### config.mk
export PLATFORM = sky130hd
export DESIGN_NAME = alu_operand_sequencer
export DESIGN_NICKNAME = d
export VERILOG_FILES = /design/src/rtl/alu_pkg.sv /design/src/rtl/key_conditioner.sv /design/src/rtl/alu_operand_sequencer.sv
export SDC_FILE = /design/constraint.sdc
export NUM_CORES = 1
export LEC_CHECK = 0
export ABC_AREA = 0
export CORE_MARGIN = 3
export CORE_UTILIZATION = 40
export CTS_BUF_LIST = sky130_fd_sc_hd__clkbuf_8
export CTS_CLUSTER_DIAMETER = 40
export DETAILED_ROUTE_END_ITERATION = 12
export GPL_TIMING_DRIVEN = 0
export PLACE_DENSITY_LB_ADDON = 0.25
export SYNTH_ARGS = -nofsm -noshare
export SYNTH_HDL_FRONTEND = slang
export SYNTH_SLANG_ARGS = --single-unit
### constraint.sdc
create_clock -name clk -period 1.8 [get_ports clk]
set_input_delay 0.18 -clock clk [delete_from_list [all_inputs] [get_ports clk]]
set_output_delay 0.18 -clock clk [all_outputs]
set_load 0.02 [all_outputs]
### src/rtl/alu_pkg.sv
// Shared definitions for the board ALU front end: operand width, opcode
// names and the operand-sequencer FSM state encoding.
package alu_pkg;

  localparam int ALU_W = 7;
  localparam int OP_W  = 3;

  typedef enum logic [OP_W-1:0] {
    OP_ADD = 3'd0,
    OP_SUB = 3'd1,
    OP_AND = 3'd2,
    OP_OR  = 3'd3,
    OP_XOR = 3'd4,
    OP_SHL = 3'd5,
    OP_SHR = 3'd6,
    OP_EQ  = 3'd7
  } op_t;

  typedef enum logic [1:0] {
    S_A   = 2'd0,
    S_B   = 2'd1,
    S_RUN = 2'd2,
    S_BAD = 2'd3
  } seq_state_t;

endpackage

### src/rtl/key_conditioner.sv
// Turns a raw asynchronous push key into a single-cycle press pulse:
// 2-flop synchronizer, optional debounce (ALU_SEQ_DEBOUNCE_EN), rising-edge detect.
module key_conditioner #(
  parameter int DEBOUNCE_CYCLES = 500000,
  parameter int CNT_W           = 20
) (
  input  logic clk,
  input  logic rst,
  input  logic key,
  output logic pulse
);

  localparam bit DEBOUNCE_EN =
`ifdef ALU_SEQ_DEBOUNCE_EN
    1'b1;
`else
    1'b0;
`endif

  logic sync1_reg;
  logic sync2_reg;
  logic level;
  logic level_d_reg;
  logic pulse_reg;

  always_ff @(posedge clk) begin
    if (rst) begin
      sync1_reg <= 1'b0;
      sync2_reg <= 1'b0;
    end else begin
      sync1_reg <= key;
      sync2_reg <= sync1_reg;
    end
  end

  generate
    if (DEBOUNCE_EN && (DEBOUNCE_CYCLES > 0) && (CNT_W > 0)) begin : g_debounce
      localparam logic [CNT_W-1:0] CNT_MAX = CNT_W'(DEBOUNCE_CYCLES);
      logic [CNT_W-1:0] cnt_reg;
      logic             filt_reg;

      // sync1 != sync2 means the synchronized level is about to change,
      // so the stability count restarts.
      always_ff @(posedge clk) begin
        if (rst) begin
          cnt_reg  <= '0;
          filt_reg <= 1'b0;
        end else if (sync1_reg != sync2_reg) begin
          cnt_reg <= '0;
        end else if (cnt_reg != CNT_MAX) begin
          cnt_reg <= cnt_reg + 1'b1;
          if (cnt_reg == CNT_MAX - 1'b1) begin
            filt_reg <= sync2_reg;
          end
        end
      end

      assign level = filt_reg;
    end else begin : g_raw
      assign level = sync2_reg;
    end
  endgenerate

  always_ff @(posedge clk) begin
    if (rst) begin
      level_d_reg <= 1'b0;
      pulse_reg   <= 1'b0;
    end else begin
      level_d_reg <= level;
      pulse_reg   <= level & ~level_d_reg;
    end
  end

  assign pulse = pulse_reg;

endmodule

### src/rtl/alu_operand_sequencer.sv
// Sequences the shared switch bus into registered A/B operands and opcode
// for the combinational ALU. Debounce enabled by defining ALU_SEQ_DEBOUNCE_EN.
module alu_operand_sequencer
  import alu_pkg::*;
#(
  parameter int DEBOUNCE_CYCLES = 500000,
  parameter int CNT_W           = 20
) (
  input  logic             clk,
  input  logic             rst,
  input  logic [ALU_W-1:0] t,
  input  logic [OP_W-1:0]  choose_in,
  input  logic             key_load,
  input  logic             key_clear,
  output logic [ALU_W-1:0] a,
  output logic [ALU_W-1:0] b,
  output logic [OP_W-1:0]  choose,
  output logic             op_valid,
  output logic [1:0]       state
);

  logic [1:0] key_raw;
  logic [1:0] key_p;
  logic       load_p;
  logic       clear_p;

  assign key_raw = {key_clear, key_load};

  generate
    for (genvar gi = 0; gi < 2; gi++) begin : g_key
      key_conditioner #(
        .DEBOUNCE_CYCLES(DEBOUNCE_CYCLES),
        .CNT_W          (CNT_W)
      ) u_key (
        .clk  (clk),
        .rst  (rst),
        .key  (key_raw[gi]),
        .pulse(key_p[gi])
      );
    end
  endgenerate

  assign load_p  = key_p[0];
  assign clear_p = key_p[1];

  seq_state_t       state_reg, state_next;
  logic [ALU_W-1:0] a_reg, a_next;
  logic [ALU_W-1:0] b_reg, b_next;
  logic [OP_W-1:0]  choose_reg, choose_next;
  logic             op_valid_reg, op_valid_next;

  always_ff @(posedge clk) begin
    if (rst) begin
      state_reg    <= S_A;
      a_reg        <= '0;
      b_reg        <= '0;
      choose_reg   <= '0;
      op_valid_reg <= 1'b0;
    end else begin
      state_reg    <= state_next;
      a_reg        <= a_next;
      b_reg        <= b_next;
      choose_reg   <= choose_next;
      op_valid_reg <= op_valid_next;
    end
  end

  always_comb begin
    state_next    = state_reg;
    a_next        = a_reg;
    b_next        = b_reg;
    choose_next   = choose_reg;
    op_valid_next = 1'b0;
    if (clear_p) begin
      state_next  = S_A;
      a_next      = '0;
      b_next      = '0;
      choose_next = '0;
    end else begin
      case (state_reg)
        S_A: begin
          if (load_p) begin
            a_next     = t;
            state_next = S_B;
          end
        end
        S_B: begin
          if (load_p) begin
            b_next        = t;
            choose_next   = choose_in;
            op_valid_next = 1'b1;
            state_next    = S_RUN;
          end
        end
        S_RUN: begin
          choose_next = choose_in;
          // A new load starts a fresh pair, so it suppresses the opcode strobe.
          if (load_p) begin
            a_next     = t;
            b_next     = '0;
            state_next = S_B;
          end else if (choose_in != choose_reg) begin
            op_valid_next = 1'b1;
          end
        end
        default: state_next = S_A;
      endcase
    end
  end

  assign a        = a_reg;
  assign b        = b_reg;
  assign choose   = choose_reg;
  assign op_valid = op_valid_reg;
  assign state    = state_reg;

endmodule

==> flow_metrics.env <==
export IMPL_status="complete, no violations"
export IMPL_postCtsSetupBuffers=0
export IMPL_p_total_w=0.00105
export IMPL_fp_dieW_um=58.1
export IMPL_reg2reg_depth=5
export IMPL_cp_arrival_ns=1.79
export IMPL_ys_ff_latch=28
export IMPL_rsz0062_at_grt="false"
export IMPL_drive_above_1_share=0.0809
export IMPL_numCtsBuffers=3
export IMPL_finalMaxSlewViolations=0
export IMPL_worstSetupStartpoint="state[0]$_SDFFE_PP0P_"
export IMPL_dp_hpwl_mm=1.52
export IMPL_ff2ff_setup_slack_ns=0.18
export IMPL_worst_path_stages=5
export IMPL_finalCriticalPeriod_ns=1.62
export IMPL_area_delta_synth_final_pct=37.7
export IMPL_path_class="reg -> reg"
export IMPL_critPathMaxStageDelay_ns=0.41
export IMPL_hold_viol_final=0
export IMPL_dr_total_vias=823
export IMPL_p_per_area_mw_per_mm2=706
export IMPL_fp_row_count=18
export IMPL_wire_per_inst_um=12.4
export IMPL_grt_pass1_wl_mm=3.43
export IMPL_setup_tns_ns=0
export IMPL_start_util=0.430
export IMPL_globalRouteMet1Util=0.160
export IMPL_crit_chain="inv_1, ha_1, o21ai_4, mux2i_1, nor2_1"
export IMPL_timing_rr_start="state[0]$_SDFFE_PP0P_"
export IMPL_fin_area_mm2=0.00149
export IMPL_top_usage_layer="met2"
export IMPL_clk_path_buf_depth=2
export IMPL_avgViaCountPerCell=4.96
export IMPL_grt_total_usage=0.135
export IMPL_postSynthCellCount=100
export IMPL_skew_ns=0.00395
export IMPL_dieArea_mm2=0.00337
export IMPL_hold_class="reg -> reg"
export IMPL_die_h_um=58.1
export IMPL_endpoint_kind="register"
export IMPL_core_area_mm2=0.00252
export IMPL_utilization=0.592
export IMPL_wl_mm=2.05
export IMPL_n_fill_cell=233
export IMPL_nets=157
export IMPL_drc=0
export IMPL_avgSynthCellArea_um2=10.8
export IMPL_required_ns=1.97
export IMPL_insertion_delay_ns=0.27
export IMPL_synthDistinctLibCells=23
export IMPL_cts_htree_levels=1
export IMPL_cp_max_fo=8
export IMPL_antenna_cells=0
export IMPL_slew_headroom=0.726
export IMPL_grt_max_degree=15
export IMPL_endpoint="a[6]$_SDFFE_PP0P_"
export IMPL_fin_ws_ns=0.184
export IMPL_post_route_period_util=0.898
export IMPL_cts_root_buf="clkbuf_8"
export IMPL_leakage_nw=0.639
export IMPL_met3_usage=0.0290
export IMPL_worst_pin_slew_ns=0.409
export IMPL_r2r_end="a[6]$_SDFFE_PP0P_"
export IMPL_overflow=0
export IMPL_setup_viol=0
export IMPL_cpLargestDelayFamily="flip-flops"
export IMPL_syn_area_mm2=0.00108
export IMPL_boundaryPins=34
export IMPL_tritoncts="yes"
export IMPL_ys_seq_area_frac=0.517
export IMPL_fmax_mhz=619
export IMPL_first_pass_iters=4
export IMPL_cts_sinks=28
export IMPL_hold_buffers=0
export IMPL_cts_resized_gates=0
export IMPL_startpoint_type="register"
export IMPL_antenna_found_initial=0
export IMPL_dp_slack_ns=0.171
export IMPL_grt_util_met2=0.224
export IMPL_drt_iter0_markers=21
export IMPL_synth_nets=119
export IMPL_yosysWarningCount=0
export IMPL_grt_pass1_vias=789
export IMPL_path_buf_inv=1
export IMPL_place_congestion=0.706
export IMPL_worst_path_max_delay_cell="dfxtp_1"
export IMPL_dpl_cell_area_mm2=0.00145
export IMPL_peakVddDrop_v=0.000536
export IMPL_io_buffers=33
export IMPL_cts_clk_slew_worst_paths_ns=0.09
export IMPL_ant_nets=0
export IMPL_holdPathStages=1
export IMPL_max_cap_viol_count=0
layout make-up:
| type | instances | area [um2] | share of cell area |
|---|---|---|---|
| clock buffers | 3 | 41.3 | 0.0276 |
| plain buffers | 4 | 33.8 | 0.0226 |
| repair buffers | 33 | 330 | 0.221 |
| inverters | 3 | 11.3 | 0.00754 |
| flip-flops and latches | 28 | 561 | 0.375 |
| multi-input cells | 65 | 479 | 0.321 |
| well taps | 30 | 37.5 | 0.0251 |
per-stage QoR:
step | hold slack (ns) | instances
floorplan | 0.252 | 100
global placement | 0.372 | 163
detailed placement | 0.375 | 163
CTS | 0.387 | 166
global route | 0.400 | 166
finish | 0.386 | 166
power breakdown:
| group | internal, W | switching (W) | leakage [nW] |
|---|---|---|---|
| logic | 0.0000523 | 0.0000414 | 0.391 |
| clock network | 0.000150 | 0.000177 | 0.0216 |
| registers | 0.000630 | 0.00000434 | 0.227 |
routing by layer:
layer,routed length (um),part of all wire
met5,0,0
met4,51,0.025
met3,90,0.044
met2,1020,0.50
met1,895,0.44
cell usage in the layout, fill, tap and decap left out, types with 2 or more instances in the layout:
master and n:
a22oi_1 7, and2b_1 2, buf_4 3, clkbuf_8 3, clkdlybuf4s50_1 33, dfxtp_1 28
ha_1 5, inv_1 3, mux2i_1 10, nand2_1 2, nor2_1 19, nor2b_1 6
xor2_1 3
how the worst min path moves through the flow:
stage / from / end
final: g_key[0].u_key.level_d_reg$_SDFF_PP0_ / g_key[0].u_key.pulse$_SDFF_PP0_
after global routing: g_key[1].u_key.level_d_reg$_SDFF_PP0_ / g_key[1].u_key.pulse$_SDFF_PP0_
after floorplan: rst / g_key[0].u_key.level$_SDFF_PP0_
after global placement: g_key[1].u_key.level_d_reg$_SDFF_PP0_ / g_key[1].u_key.pulse$_SDFF_PP0_
after CTS: g_key[0].u_key.level_d_reg$_SDFF_PP0_ / g_key[0].u_key.pulse$_SDFF_PP0_
after detailed placement: g_key[0].u_key.level_d_reg$_SDFF_PP0_ / g_key[0].u_key.pulse$_SDFF_PP0_
cell usage after synthesis:
| library cell | count | area share |
|---|---|---|
| nor2b_1 | 6 | 0.035 |
| o21ai_4 | 1 | 0.015 |
| and3b_1 | 1 | 0.0081 |
| mux2i_1 | 10 | 0.092 |
| or2_1 | 1 | 0.0058 |
| dfxtp_1 | 28 | 0.52 |
| a21oi_1 | 1 | 0.0046 |
| buf_6 | 1 | 0.010 |
| xor2_1 | 3 | 0.024 |
| ha_1 | 5 | 0.058 |
| nor2_1 | 19 | 0.066 |
| a22oi_1 | 7 | 0.048 |
| o311ai_0 | 1 | 0.0081 |
| and2b_1 | 2 | 0.014 |
| o41ai_2 | 1 | 0.015 |
| o211ai_1 | 1 | 0.0069 |
| o32a_1 | 1 | 0.0092 |
| nor3_1 | 1 | 0.0046 |
| mux2i_2 | 1 | 0.013 |
| nand2_1 | 2 | 0.0069 |
| o21ai_2 | 1 | 0.0081 |
| inv_1 | 3 | 0.010 |
| buf_4 | 3 | 0.021 |
logic make-up after synthesis:
| family | count (synthesis) | synth area share |
|---|---|---|
| adders and majority gates | 5 | 0.0577 |
| xor gates and xnor gates | 3 | 0.0242 |
| buffers and inverters | 7 | 0.0415 |
| AOI/OAI and AO/OA | 14 | 0.115 |
| and+or+nand+nor | 32 | 0.140 |
| DFF | 28 | 0.517 |
| muxes | 11 | 0.105 |
Note: power is estimated with default switching activity, not from simulation.
